$ cat config.mk
export PLATFORM = sky130hd
export DESIGN_NAME = iq_to_phase
export DESIGN_NICKNAME = d
export VERILOG_FILES = /design/src/rtl/dds_pkg.sv /design/src/rtl/cordic_vec_stage.sv /design/src/rtl/iq_to_phase.sv
export SDC_FILE = /design/constraint.sdc
export NUM_CORES = 2
export LEC_CHECK = 0
export ABC_AREA = 1
export BUFFER_PORTS_ARGS = -buffer_cell sky130_fd_sc_hd__buf_4
export CAP_MARGIN = 20
export CORE_MARGIN = 2
export CORE_UTILIZATION = 40
export DETAILED_ROUTE_END_ITERATION = 6
export PLACE_DENSITY_LB_ADDON = 0.05
export SYNTH_ARGS = -nofsm -noshare
export SYNTH_HDL_FRONTEND = slang
export SYNTH_SLANG_ARGS = --single-unit
export TNS_END_PERCENT = 10
$ cat constraint.sdc
create_clock -name clk -period 3.65 [get_ports clk]
set_input_delay 0.73 -clock clk [delete_from_list [all_inputs] [get_ports clk]]
set_output_delay 0.73 -clock clk [all_outputs]
set_load 0.02 [all_outputs]
$ cat src/rtl/dds_pkg.sv
`default_nettype none
// +--------------------------------------------------------------------------+
// | dds_pkg                                                                  |
// | Shared DDS/CORDIC types, inverse-gain constants and the atan table.      |
// | Revision: 1.0                                                            |
// +--------------------------------------------------------------------------+
package dds_pkg;

  localparam int DDS_PHASE_DW      = 16;
  localparam int DDS_IN_DW         = 16;
  localparam int CORDIC_INV_GAIN   = 79594;
  localparam int CORDIC_INV_GAIN_W = 18;

  typedef logic [DDS_PHASE_DW-1:0]      phase_t;
  typedef logic signed [DDS_IN_DW+1:0]  iq_wide_t;

  // round(atan(2^-idx) / (2*pi) * 2^zw), evaluated at elaboration
  function automatic int cordic_atan(input int idx, input int zw);
    real t;
    real s;
    real a;
    t = 1.0;
    s = 1.0;
    for (int k = 0; k < idx; k++) t = t / 2.0;
    for (int k = 0; k < zw; k++)  s = s * 2.0;
    a = $atan(t) / (2.0 * 3.14159265358979323846) * s;
    return $rtoi(a + 0.5);
  endfunction

endpackage
`default_nettype wire

$ cat src/rtl/cordic_vec_stage.sv
`default_nettype none
// +--------------------------------------------------------------------------+
// | cordic_vec_stage                                                         |
// | One registered vectoring micro-rotation; drives Q toward zero.           |
// | Revision: 1.0                                                            |
// +--------------------------------------------------------------------------+
module cordic_vec_stage #(
  parameter int             W     = 18,
  parameter int             ZW    = 18,
  parameter int             SHIFT = 0,
  parameter logic [ZW-1:0]  ATAN  = '0
) (
  input  logic                 clk,
  input  logic                 reset_n,
  input  logic signed [W-1:0]  i_x,
  input  logic signed [W-1:0]  i_y,
  input  logic [ZW-1:0]        i_z,
  input  logic                 i_valid,
  input  logic                 i_zero,
  output logic signed [W-1:0]  o_x,
  output logic signed [W-1:0]  o_y,
  output logic [ZW-1:0]        o_z,
  output logic                 o_valid,
  output logic                 o_zero
);

  logic signed [W-1:0] w_xs;
  logic signed [W-1:0] w_ys;
  logic signed [W-1:0] r_x;
  logic signed [W-1:0] r_y;
  logic [ZW-1:0]       r_z;
  logic                r_valid;
  logic                r_zero;

  assign w_xs = i_x >>> SHIFT;
  assign w_ys = i_y >>> SHIFT;

  always_ff @(posedge clk) begin
    if (!i_y[W-1]) begin
      r_x <= i_x + w_ys;
      r_y <= i_y - w_xs;
      r_z <= i_z + ATAN;
    end else begin
      r_x <= i_x - w_ys;
      r_y <= i_y + w_xs;
      r_z <= i_z - ATAN;
    end
  end

  always_ff @(posedge clk) begin
    if (!reset_n) begin
      r_valid <= 1'b0;
      r_zero  <= 1'b0;
    end else begin
      r_valid <= i_valid;
      r_zero  <= i_zero;
    end
  end

  assign o_x     = r_x;
  assign o_y     = r_y;
  assign o_z     = r_z;
  assign o_valid = r_valid;
  assign o_zero  = r_zero;

endmodule
`default_nettype wire

$ cat src/rtl/iq_to_phase.sv
`default_nettype none
// +--------------------------------------------------------------------------+
// | iq_to_phase                                                              |
// | Pipelined vectoring-CORDIC I/Q to phase detector, DDS phase convention.  |
// | IQ_TO_PHASE_MAG_EN enables the gain-compensated magnitude output.        |
// | Revision: 1.0                                                            |
// +--------------------------------------------------------------------------+
module iq_to_phase
  import dds_pkg::*;
#(
  parameter int IN_DW      = DDS_IN_DW,
  parameter int PHASE_DW   = DDS_PHASE_DW,
  parameter int ITERATIONS = 14,
  parameter int GUARD_BITS = 2
) (
  input  logic                  clk,
  input  logic                  reset_n,
  input  logic [2*IN_DW-1:0]    s_axis_in_tdata,
  input  logic                  s_axis_in_tvalid,
  output logic [PHASE_DW-1:0]   m_axis_phase_tdata,
  output logic                  m_axis_phase_tvalid,
  output logic [IN_DW:0]        m_axis_mag_tdata,
  output logic                  m_axis_mag_tvalid
);

  localparam int              c_w     = IN_DW + 2;
  localparam int              c_zw    = PHASE_DW + GUARD_BITS;
  localparam logic [c_zw-1:0] c_half  = c_zw'(1) << (c_zw - 1);
  localparam logic [c_zw-1:0] c_round = (c_zw'(1) << GUARD_BITS) >> 1;

  logic signed [c_w-1:0] r_in_x;
  logic signed [c_w-1:0] r_in_y;
  logic                  r_in_valid;
  logic                  r_in_zero;
  logic signed [c_w-1:0] r_pre_x;
  logic signed [c_w-1:0] r_pre_y;
  logic [c_zw-1:0]       r_pre_z;
  logic                  r_pre_valid;
  logic                  r_pre_zero;

  logic signed [c_w-1:0] w_x     [0:ITERATIONS];
  logic signed [c_w-1:0] w_y     [0:ITERATIONS];
  logic [c_zw-1:0]       w_z     [0:ITERATIONS];
  logic                  w_valid [0:ITERATIONS];
  logic                  w_zero  [0:ITERATIONS];

  logic [PHASE_DW-1:0]   r_phase;
  logic                  r_phase_valid;

  // Free-running data path; only valid and the zero flag are reset.
  always_ff @(posedge clk) begin
    r_in_x <= c_w'($signed(s_axis_in_tdata[IN_DW-1:0]));
    r_in_y <= c_w'($signed(s_axis_in_tdata[2*IN_DW-1:IN_DW]));
    if (r_in_x[c_w-1]) begin
      r_pre_x <= -r_in_x;
      r_pre_y <= -r_in_y;
      r_pre_z <= c_half;
    end else begin
      r_pre_x <= r_in_x;
      r_pre_y <= r_in_y;
      r_pre_z <= '0;
    end
  end

  always_ff @(posedge clk) begin
    if (!reset_n) begin
      r_in_valid  <= 1'b0;
      r_in_zero   <= 1'b0;
      r_pre_valid <= 1'b0;
      r_pre_zero  <= 1'b0;
    end else begin
      r_in_valid  <= s_axis_in_tvalid;
      r_in_zero   <= (s_axis_in_tdata == '0);
      r_pre_valid <= r_in_valid;
      r_pre_zero  <= r_in_zero;
    end
  end

  assign w_x[0]     = r_pre_x;
  assign w_y[0]     = r_pre_y;
  assign w_z[0]     = r_pre_z;
  assign w_valid[0] = r_pre_valid;
  assign w_zero[0]  = r_pre_zero;

  for (genvar k = 0; k < ITERATIONS; k++) begin : g_stage
    cordic_vec_stage #(
      .W     (c_w),
      .ZW    (c_zw),
      .SHIFT (k),
      .ATAN  (c_zw'(cordic_atan(k, c_zw)))
    ) u_stage (
      .clk     (clk),
      .reset_n (reset_n),
      .i_x     (w_x[k]),
      .i_y     (w_y[k]),
      .i_z     (w_z[k]),
      .i_valid (w_valid[k]),
      .i_zero  (w_zero[k]),
      .o_x     (w_x[k+1]),
      .o_y     (w_y[k+1]),
      .o_z     (w_z[k+1]),
      .o_valid (w_valid[k+1]),
      .o_zero  (w_zero[k+1])
    );
  end

  always_ff @(posedge clk) begin
    if (!reset_n) begin
      r_phase       <= '0;
      r_phase_valid <= 1'b0;
    end else begin
      r_phase_valid <= w_valid[ITERATIONS];
      r_phase       <= w_zero[ITERATIONS] ? '0
                     : PHASE_DW'((w_z[ITERATIONS] + c_round) >> GUARD_BITS);
    end
  end

  assign m_axis_phase_tdata  = r_phase;
  assign m_axis_phase_tvalid = r_phase_valid;

`ifdef IQ_TO_PHASE_MAG_EN
  localparam int c_pw = c_w + CORDIC_INV_GAIN_W;
  localparam int c_fb = CORDIC_INV_GAIN_W - 1;

  logic signed [c_pw-1:0] w_mag_prod;
  logic signed [c_pw-1:0] w_mag_sh;
  logic [IN_DW:0]         w_mag_sat;
  logic [IN_DW:0]         r_mag;

  // Inverse CORDIC gain is Q0.17; round to nearest then saturate.
  assign w_mag_prod = c_pw'(w_x[ITERATIONS]) * c_pw'(CORDIC_INV_GAIN);
  assign w_mag_sh   = (w_mag_prod + (c_pw'(1) <<< (c_fb - 1))) >>> c_fb;

  always_comb begin
    w_mag_sat = w_mag_sh[IN_DW:0];
    if (w_mag_sh[c_pw-1]) begin
      w_mag_sat = '0;
    end else if (|w_mag_sh[c_pw-2:IN_DW+1]) begin
      w_mag_sat = '1;
    end
  end

  always_ff @(posedge clk) begin
    if (!reset_n) begin
      r_mag <= '0;
    end else begin
      r_mag <= w_zero[ITERATIONS] ? '0 : w_mag_sat;
    end
  end

  assign m_axis_mag_tdata  = r_mag;
  assign m_axis_mag_tvalid = r_phase_valid;
`else
  assign m_axis_mag_tdata  = '0;
  assign m_axis_mag_tvalid = 1'b0;
`endif

endmodule
`default_nettype wire

==> results.md <==
- HPWL after detailed placement: 125,000 um
- Post-CTS setup buffer count: 0
- Min Hold Slack: 0.145 ns
- Mux cell area share after synthesis: 0
- Tightest Hold Check Type: in -> reg
- Unrepaired setup endpoints after global routing: false
- Worst-skew pair later-pin latency: 0.69 ns
- Avg Vias per Cell: 4.95
- Setup_tns: 0 ns
- Gr ovfl total: 0
- Global-route wire length before repair: 243,000 um
- DRC: 0
- Final setup vio count: 0
- Min Tclk post-route: 3.14 ns
- Routed wire per std cell: 15.4 um
- Status: complete, no violations
- Die area: 140,000 um2
- Via count: 47,948
- Leading cell types in the layout, fill and taps excluded: 1,819 x nand2_1, 1,026 x inv_1, 745 x dfxtp_1
- Final instance area: 60,700 um2
- Seq cells post-synth: 745
- CP Capture Type: flop
- Port Buf Inserts: 51
- Crit-path slowest cell: nor3_1
- Relative slew slack: 0.466
- Clock-pin slew on the worst setup and hold paths: 0.06 ns
- Post-CTS Resized: 0
- FP Rows: 136
- Measured slew at the worst slew-check pin: 0.793 ns
- Number of global-route vias before repair: 46,540
- Top Ports: 70
- Total track usage: 0.210
- Gate count after technology mapping: 7,706
- Hold-fix buffers, CTS: 0
- CTS H-tree depth: 3
- Post-Synth Simple-Gate Area: 0.252
- Routability cong.: 0.884
- Antenna Nets Post-Route: 0
- Maxcap violations: 0
- Crit-path max cell delay: 0.40 ns
- Nets: 8,546
- Final wirelength: 149,000 um
- Final Util: 0.443
- Main synth FF type: dfxtp_1
- Skew final: 0.0309 ns
- DRT iter0 DRCs: 2,677
- Fill count: 14,195
- Cell area after synthesis: 55,000 um2
- Initial core utilization: 0.402
- DP Area: 57,500 um2
- Area delta synth->final: 10.3%
- Final Hold Vio Count: 0
- Worst-path cell chain: inv_1 > ha_1 > nand3_1 > nor3_1 > inv_1 > nor3_1 > inv_1 > ha_1 > nand2_1 > nand2_1 > inv_1 > ha_1 > nand2_1 > nor2_1 > nand4_1 > o21ai_2 > nand2_1 > nand3b_1 > nand2_1
- Tcrit/Tclk final: 0.862
- Fraction of registers with async set/reset: 0
- Initial antenna violation count: 0
- Largest net degree at the start of global routing: 37
- Yosys cell types: 65
- Diodes inserted: 0
- Req. time, crit path: 4.23 ns
- Share of cells above drive strength 1: 0.0521
- Setup crit start kind: flop
- Synth Area in XOR/XNOR: 0.103
- Syn Area/Cell: 7.14 um2
- Crit path arrival time: 3.73 ns
- Die Span Y: 375 um
- Root buf cell: clkbuf_16
- CTS sink count: 745
- Number of enable flip-flop cells after synthesis: 0
- Synth Area in Compound Gates: 0.131
- CP Max Fanout: 4
- Setup Crit Path Kind: reg -> reg
- Synthesized-area fraction occupied by adder cells: 0.162
- Die W: 375 um
- Synth Warn #: 0
- Drt first pass iters: 6
- Worst path most repeated cell: nand2_1
- Max Freq: 0.318 GHz
- Most common cell after layout, fill and taps aside: nand2_1
- CTS tree: built
- Maximum clock path buffer count: 3
- Sequential area share after synthesis: 0.271
- Final Slew Violations: 0
- Core area: 137,000 um2
- Largest family of logic cells by synthesized area: simple AND/OR/NAND/NOR gates
- Number of buffers created by CTS: 92
-- path summary, 6_finish.rpt --
path | slack, ns | startpoint | cells past startpoint | end
min | 0.15 | s_axis_in_tdata[22] | 1 | r_in_y[6]
min reg2reg | 0.32 | g_stage[5].u_stage.o_z[1] | 0 | g_stage[6].u_stage.o_z[1]
max reg2reg | 0.51 | g_stage[9].u_stage.o_x[10] | 19 | g_stage[10].u_stage.o_y[17]
max | 0.51 | g_stage[9].u_stage.o_x[10] | 19 | g_stage[10].u_stage.o_y[17]
-- final cells by class --
type | instances | area (um2) | share of cell area
inverter | 1055 | 3960 | 0.0653
timing repair buffer | 82 | 616 | 0.0101
clock buffer | 120 | 2590 | 0.0427
sequential | 745 | 14900 | 0.246
tap | 1794 | 2240 | 0.0370
clock inverter | 46 | 604 | 0.00996
multi-input combinational | 5846 | 35700 | 0.589
-- flip-flops by register name, indices dropped and copies added, names as in the netlist, 16 cells and up --
| register | flops |
|---|---|
| r_in_x | 16 |
| g_stage.u_stage.o_y | 216 |
| r_pre_y | 18 |
| r_in_y | 16 |
| r_pre_x | 18 |
| g_stage.u_stage.o_x | 204 |
| g_stage.u_stage.o_z | 207 |
| m_axis_phase_tdata | 16 |
-- cells in the mapped netlist, types with 4 or more instances --
master | instances | share of area
a21boi_0 | 25 | 0.0034
a21boi_1 | 44 | 0.0060
a21boi_2 | 4 | 0.00082
a21o_1 | 90 | 0.012
a21oi_1 | 479 | 0.044
a21oi_2 | 21 | 0.0033
a31oi_1 | 73 | 0.0083
and2_1 | 7 | 0.00080
buf_1 | 4 | 0.00027
buf_2 | 27 | 0.0025
buf_4 | 23 | 0.0031
buf_6 | 7 | 0.0014
clkbuf_1 | 18 | 0.0012
clkinv_1 | 8 | 0.00055
dfxtp_1 | 745 | 0.27
fa_1 | 35 | 0.013
ha_1 | 654 | 0.15
inv_1 | 1026 | 0.070
inv_2 | 19 | 0.0013
nand2_1 | 1819 | 0.12
nand2_2 | 10 | 0.0011
nand3_1 | 408 | 0.037
nand3_2 | 5 | 0.00091
nand3b_1 | 20 | 0.0027
nand4_1 | 89 | 0.010
nor2_1 | 609 | 0.042
nor2_2 | 20 | 0.0023
nor2_4 | 6 | 0.0012
nor3_1 | 210 | 0.019
nor3_2 | 20 | 0.0036
nor3_4 | 4 | 0.0012
nor4_1 | 21 | 0.0024
o21a_1 | 9 | 0.0012
o21ai_0 | 219 | 0.020
o21ai_1 | 95 | 0.0086
o21ai_2 | 32 | 0.0051
o21bai_1 | 84 | 0.011
o21bai_2 | 15 | 0.0031
o22ai_1 | 6 | 0.00068
o31ai_1 | 14 | 0.0019
or2_2 | 5 | 0.00057
xnor2_1 | 190 | 0.030
xor2_1 | 456 | 0.073
-- per-stage QoR --
stage | instances | setup slack [ns]
finish | 9688 | 0.505
global route | 9688 | 0.178
CTS | 9688 | 0.516
detailed placement | 9522 | 0.556
global placement | 9522 | 0.589
floorplan | 7725 | 0.965
-- critical path: cells and delay by family, from the launching register on --
kind            cells  cell delay, ns
buf+inv             4            0.29
simple gates       11            1.42
fa+ha+maj           3            0.80
flops               1            0.33
compound gates      1            0.19
-- layer usage --
metal | vias up | GRT usage | share of wire
met2 | 790 | 0.350 | 0.45
met3 | 168 | 0.0242 | 0.037
li1 | 25347 | - | -
met4 | 0 | 0.0555 | 0.021
met5 | - | 0 | 0
met1 | 21643 | 0.287 | 0.49
-- kinds of logic after synthesis --
family | after synthesis
xor+xnor | 646
flops | 745
buf+inv | 1134
fa+ha+maj | 689
compound gates | 1221
other cells | 1
simple gates | 3270
Power is left out: the tool's default activity adds up to more than one toggle a clock period on the data nets, which glitch-free logic cannot reach.
